**src/rtl/psg_tone_bank.sv**
```systemverilog
// Programmable sound generator: NUM_CH square-wave tone channels with frame
// length, volume envelope and stereo pan, mixed into saturated registered outputs.
module psg_tone_bank #(
   parameter int NUM_CH = 4,
   parameter int FREQ_W = 11,
   parameter int OUT_W  = 8
) (
   input  logic              clk,
   input  logic              reset,
   input  logic              ce,
   input  logic              tick,
   input  logic              wr,
   input  logic [5:0]        addr,
   input  logic [7:0]        wdata,
   output logic [7:0]        rdata,
   output logic [OUT_W-1:0]  left,
   output logic [OUT_W-1:0]  right,
   output logic [NUM_CH-1:0] active
);

   localparam logic [7:0] OUT_MAX = 8'((1 << OUT_W) - 1);

   typedef struct packed {
      logic [FREQ_W-1:0] freq;
      logic [3:0]        vol;
      logic [1:0]        duty;
      logic              pan_l;
      logic              pan_r;
      logic [7:0]        length;
      logic [3:0]        env_period;
      logic              env_dir;
      logic              env_en;
      logic              act;
      logic [3:0]        phase;
      logic [FREQ_W-1:0] div_cnt;
      logic [3:0]        env_vol;
      logic [3:0]        env_div;
      logic [7:0]        len_cnt;
      logic              len_en;
   } chan_t;

   chan_t             ch_q [NUM_CH];
   chan_t             ch_d [NUM_CH];
   logic [NUM_CH-1:0] wr_sel;
   logic [NUM_CH-1:0] trig;
   logic [6:0]        sum_l;
   logic [6:0]        sum_r;

   function automatic logic [6:0] chan_sample(input chan_t ch);
      logic [3:0] high_lim;
      case (ch.duty)
         2'd0:    high_lim = 4'd2;
         2'd1:    high_lim = 4'd4;
         2'd2:    high_lim = 4'd8;
         default: high_lim = 4'd12;
      endcase
      return (ch.act && (ch.phase < high_lim)) ? {3'b000, ch.env_vol} : 7'd0;
   endfunction

   function automatic logic [OUT_W-1:0] sat(input logic [6:0] sum);
      logic [7:0] wide;
      wide = {1'b0, sum};
      return (wide > OUT_MAX) ? OUT_MAX[OUT_W-1:0] : wide[OUT_W-1:0];
   endfunction

   always_comb begin
      for (int c = 0; c < NUM_CH; c++) begin
         wr_sel[c] = ce && wr && (addr[5:3] == 3'(c));
         trig[c]   = wr_sel[c] && (addr[2:0] == 3'd1) && wdata[7];
         active[c] = ch_q[c].act;
      end
   end

   // NOTE: combinational next-state uses blocking '=' and starts from the
   // current state, so every field has a value on every path and no latch forms.
   always_comb begin
      for (int c = 0; c < NUM_CH; c++) begin
         ch_d[c] = ch_q[c];
         if (ce) begin
            if (ch_q[c].div_cnt == ch_q[c].freq) begin
               ch_d[c].div_cnt = '0;
               ch_d[c].phase   = ch_q[c].phase + 4'd1;
            end else begin
               ch_d[c].div_cnt = ch_q[c].div_cnt + FREQ_W'(1);
            end

            // A trigger on this channel swallows the frame tick.
            if (tick && !trig[c]) begin
               if (ch_q[c].act && ch_q[c].len_en) begin
                  ch_d[c].len_cnt = ch_q[c].len_cnt - 8'd1;
                  if (ch_q[c].len_cnt == 8'd1) ch_d[c].act = 1'b0;
               end
               if (ch_q[c].act && ch_q[c].env_en && (ch_q[c].env_period != 4'd0)) begin
                  if (ch_q[c].env_div == ch_q[c].env_period - 4'd1) begin
                     ch_d[c].env_div = 4'd0;
                     if (ch_q[c].env_dir && (ch_q[c].env_vol != 4'hF))
                        ch_d[c].env_vol = ch_q[c].env_vol + 4'd1;
                     else if (!ch_q[c].env_dir && (ch_q[c].env_vol != 4'h0))
                        ch_d[c].env_vol = ch_q[c].env_vol - 4'd1;
                  end else begin
                     ch_d[c].env_div = ch_q[c].env_div + 4'd1;
                  end
               end
            end

            if (wr_sel[c]) begin
               case (addr[2:0])
                  3'd0: begin
                     ch_d[c].freq[7:0] = wdata;
                     ch_d[c].div_cnt   = '0;
                  end
                  3'd1: begin
                     ch_d[c].freq    = FREQ_W'({wdata[6:0], ch_q[c].freq[7:0]});
                     ch_d[c].div_cnt = '0;
                     if (wdata[7]) begin
                        ch_d[c].act     = 1'b1;
                        ch_d[c].phase   = 4'd0;
                        ch_d[c].env_vol = ch_q[c].vol;
                        ch_d[c].env_div = 4'd0;
                        ch_d[c].len_cnt = ch_q[c].length;
                        ch_d[c].len_en  = (ch_q[c].length != 8'd0);
                     end
                  end
                  3'd2: begin
                     ch_d[c].vol     = wdata[3:0];
                     ch_d[c].duty    = wdata[5:4];
                     ch_d[c].pan_l   = wdata[6];
                     ch_d[c].pan_r   = wdata[7];
                     ch_d[c].env_vol = wdata[3:0];
                  end
                  3'd3: ch_d[c].length = wdata;
                  3'd4: begin
                     ch_d[c].env_period = wdata[3:0];
                     ch_d[c].env_dir    = wdata[4];
                     ch_d[c].env_en     = wdata[5];
                  end
                  default: ;
               endcase
            end
         end
      end
   end

   always_comb begin
      sum_l = 7'd0;
      sum_r = 7'd0;
      for (int c = 0; c < NUM_CH; c++) begin
         if (ch_q[c].pan_l) sum_l = sum_l + chan_sample(ch_q[c]);
         if (ch_q[c].pan_r) sum_r = sum_r + chan_sample(ch_q[c]);
      end
   end

   // NOTE: the channel array is ordinary control state, not a RAM, so every
   // entry is reset; a note must never survive a reset.
   always_ff @(posedge clk) begin
      if (reset) begin
         for (int c = 0; c < NUM_CH; c++) ch_q[c] <= '0;
         left  <= '0;
         right <= '0;
      end else begin
         ch_q  <= ch_d;
         left  <= sat(sum_l);
         right <= sat(sum_r);
      end
   end

   always_comb begin
      rdata = 8'h00;
      for (int c = 0; c < NUM_CH; c++) begin
         if (addr[5:3] == 3'(c)) begin
            case (addr[2:0])
               3'd0:    rdata = ch_q[c].freq[7:0];
               3'd1:    rdata = {1'b0, 7'(ch_q[c].freq >> 8)};
               3'd2:    rdata = {ch_q[c].pan_r, ch_q[c].pan_l, ch_q[c].duty, ch_q[c].vol};
               3'd3:    rdata = ch_q[c].length;
               3'd4:    rdata = {2'b00, ch_q[c].env_en, ch_q[c].env_dir, ch_q[c].env_period};
               3'd5:    rdata = {ch_q[c].act, 3'b000, ch_q[c].env_vol};
               default: rdata = 8'h00;
            endcase
         end
      end
   end

endmodule

```
**config.mk**
```make
export PLATFORM = sky130hd
export DESIGN_NAME = psg_tone_bank
export DESIGN_NICKNAME = d
export VERILOG_FILES = /design/src/rtl/psg_tone_bank.sv
export SDC_FILE = /design/constraint.sdc
export NUM_CORES = 1
export LEC_CHECK = 0
export CAP_MARGIN = 20
export CORE_ASPECT_RATIO = 1.4
export CORE_MARGIN = 2
export CORE_UTILIZATION = 60
export DETAILED_ROUTE_END_ITERATION = 7
export DONT_BUFFER_PORTS = 1
export PLACE_DENSITY = 0.86
export REMOVE_ABC_BUFFERS = 1
export SYNTH_ARGS = -nofsm -noshare
export SYNTH_HDL_FRONTEND = slang
export SYNTH_SLANG_ARGS = --single-unit
export TNS_END_PERCENT = 1
```
**constraint.sdc**
```tcl
create_clock -name clk -period 4.9 [get_ports clk]
set_input_delay 0.98 -clock clk [delete_from_list [all_inputs] [get_ports clk]]
set_output_delay 0.98 -clock clk [all_outputs]
set_load 0.01 [all_outputs]
```
==> impl_metrics.py <==
metrics = {
    "clocking": {
        "cts.sink_count": 278,
        "clkTransAtPathRegs_ns": 0.07,
        "post-cts-setup-buffers": 0,
        "root_buffer": "clkbuf_16",
        "htreeDepth": 1,
        "cts_buffers": 28,
        "clk_latency_ns": 0.57,
        "cts_tree": "done",
        "clockBufferDepth": 3,
    },
    "synth": {
        "ys_types": 89,
        "async_flop_share_pct": 0,
        "synth_ff_type": "dfxtp_1",
        "synth-seq-cells": 278,
        "yosysSeqAreaShare_pct": 33.6,
        "syn-cell-area_um2": 16600,
        "synth.avg_cell_area_um2": 7.97,
        "synth_edf_count": 0,
        "ys_warn_count": 0,
        "syn_inst": 2078,
    },
    "worst_setup_path": {
        "arrival_ns": 5.06,
        "crit_required_ns": 5.37,
        "cp_cell_sequence": "inv_1, ha_1, o31a_1, o21ai_0, nand3b_1, nor2_1, ha_1, inv_1, fa_1, mux2i_1, inv_1, fa_1, nand2_1, o21ai_1, inv_1, ha_1, a21o_1, a21oi_1, nor2b_1, o21ai_0, or3_1, a21oi_1",
        "critPathMaxStageDelay_ns": 0.51,
        "crit_fanout": 4,
        "critPathLaunchType": "flip-flop",
        "end_kind": "flip-flop",
        "crit_path_top_delay_cell": "fa_1",
        "crit_buf_inv": 4,
        "critPathTopFamily": "adder cells",
        "critical_path_class": "flip-flop to flip-flop",
        "crit_top_cell": "inv_1",
    },
    "route": {
        "drt_iter0_markers": 1778,
        "vias_per_cell": 6.67,
        "wl_per_cell_um": 21.2,
        "wl_um": 50600,
        "via_count": 15900,
        "ant_nets": 0,
        "post-route-drc-count": 0,
        "firstDrtPassIters": 7,
    },
    "timing": {
        "period_needed_ns": 4.59,
        "hold_viol": 0,
        "fin_skew_ns": 0.0181,
        "hold-worst-slack_ns": 0.469,
        "rsz0062_at_grt": "true",
        "fmax_mhz": 218,
        "final_max_slew_viol_count": 0,
        "fin_tns_setup_ns": 0,
        "setup_viol": 0,
        "relSlewSlack_pct": 29.3,
        "tightest_slew_ns": 1.06,
        "fin_crit_sh_pct": 93.7,
    },
    "job": {
        "cap_violations": 0,
    },
    "placement": {
        "place_congestion": 1.05,
        "hpwl_um": 34600,
        "port_buffers": 0,
        "placed_area_um2": 16600,
    },
    "grt": {
        "grt-ovfl-total": 0,
        "grt_first_pass_wirelength_um": 79900,
        "antenna_found_initial": 0,
        "grt_pass1_vias": 15500,
        "track_usage_pct": 34.5,
        "grt_start_max_net_pins": 248,
    },
    "power_and_ir_drop": {
        "power.density_nw_per_um2": 268,
        "leakage_nw": 6.22,
        "total_power_w": 0.00471,
        "peakVddDrop_uv": 243,
    },
    "floorplanning": {
        "io_pins": 47,
        "rows": 71,
        "initial_core_util_pct": 61.3,
        "dieArea_um2": 29000,
        "die_height_um": 201,
        "core_um2": 27000,
        "die_x_um": 144,
    },
    "min_path": {
        "hold_path_class": "flip-flop to flip-flop",
    },
    "run_status": {
        "status": "finished clean",
    },
    "cells_and_area": {
        "area_growth_pct": 5.96,
        "fin_nets": 2093,
        "drive_gt1_share_pct": 5.20,
        "final_area_um2": 17500,
        "antenna_cells": 0,
    },
}
## synth_stat cells, types with 7 or more instances
library cell	number	share of area, %
dfxtp_1	278	34
nand2_1	264	6.0
nor2_1	200	4.5
a21oi_1	189	5.7
clkbuf_1	95	2.2
mux2i_1	86	5.2
o21ai_0	86	2.6
xnor2_1	73	3.9
inv_1	70	1.6
ha_1	69	5.2
xor2_1	63	3.3
nand3_1	61	1.8
nor3_1	53	1.6
nand4_1	47	1.8
o21ai_1	42	1.3
nor2b_1	24	0.91
a221oi_1	23	1.2
and3_1	22	0.83
buf_2	20	0.60
nor4_1	20	0.76
a22oi_1	17	0.77
a31oi_1	15	0.57
nand2b_1	12	0.45
a21o_1	10	0.45
buf_4	10	0.45
o22ai_1	10	0.38
a211oi_1	9	0.41
a222oi_1	9	0.54
a311oi_1	9	0.48
nand3b_1	9	0.41
o21a_1	9	0.41
and2_1	8	0.30
or3_1	8	0.30
a32oi_1	7	0.37
o211ai_1	7	0.32
o31a_1	7	0.37
## area by class of cell
class	instances	area, µm²
Clock buffer	38	800
Clock inverter	12	120
Fill cell	2235	9470
Inverter	73	274
Multi-Input combinational cell	1597	10200
Sequential cell	278	5570
Tap cell	365	457
Timing Repair Buffer	21	155
## final timing paths
check	startpoint	end	slack [ns]	cells past startpoint
hold reg to reg	ch_q[8]	ch_q[8]	0.47	2
setup / recovery	ch_q[181]	right[5]	0.31	22
setup reg to reg	ch_q[181]	right[5]	0.31	22
hold / removal	ch_q[8]	ch_q[8]	0.47	2
## power by group
part,total [W],internal (W),switching [W]
Combinational,0.000221,0.0000819,0.000139
Clock,0.00218,0.00125,0.000937
Sequential,0.00230,0.00228,0.0000257
Total,0.00471,0.00360,0.00110
## sequential cells by signal (all words and copies together), names as in the netlist
name    count
left        7
ch_q      260
right       7
active      4
## tightest hold or removal path, stage by stage, from the launching register on
cell and delay [ns]:
dfxtp_1 0.31, o21ai_1 0.06, a21oi_1 0.06
## per-stage QoR
stage | utilization [%] | setup slack, ns | instances
after global routing | 65.0 | -0.0472 | 2384
after detailed placement | 61.5 | 0.342 | 2333
after floorplan | - | 0.742 | 1948
after global placement | 61.5 | 0.484 | 2333
final | 65.0 | 0.311 | 2384
after CTS | 64.9 | 0.329 | 2383
## kinds of logic (layout without fill, tap and decap cells)
| group | count (synthesis) | after routing | share of synthesized area (%) |
|---|---|---|---|
| and+or+nand+nor | 779 | 779 | 22.7 |
| buffers and inverters | 204 | 144 | 5.00 |
| other | 1 | 2 | 0.0227 |
| adders and majority gates | 75 | 75 | 5.94 |
| DFF | 278 | 278 | 33.6 |
| muxes | 101 | 101 | 6.63 |
| xor gates and xnor gates | 136 | 136 | 7.20 |
| AOI/OAI and AO/OA | 504 | 504 | 18.9 |
## routing by layer
metal  GRT usage, %  routed length, µm  part of all wire [%]  up-vias
li1               -                  -                     -     7243
met1           40.3              18000                    36     7430
met2           55.4              23200                    46      953
met3           8.66               5700                    11      275
met4           22.4               3700                   7.3        0
met5              0                  0                     0        -
## cells in the final DEF, fill, tap and decap left out, drive strengths merged, types with 7 or more instances in the layout
master / n
dfxtp: 278
o21a: 9
a221oi: 23
nand3: 61
o31a: 7
and2: 8
xor2: 63
nor2b: 24
a211oi: 9
clkbuf: 39
xnor2: 73
inv: 73
buf: 20
a32oi: 7
nand4: 47
or3: 8
and3: 22
nand2b: 12
mux2i: 86
nor2: 203
o211ai: 7
o22ai: 10
mux2: 9
a222oi: 9
nor4: 24
a21oi: 189
ha: 69
a21o: 10
o21ai: 128
nor3: 60
nand2: 264
nand3b: 10
a311oi: 9
a22oi: 17
a31oi: 15
## repair_timing
action                                  4_1_cts  5_1_grt
gates resized for setup                       0        1
hold buffers                                  0        0
endpoints found under the setup margin        0        3
(Power assumes the default switching activity.)
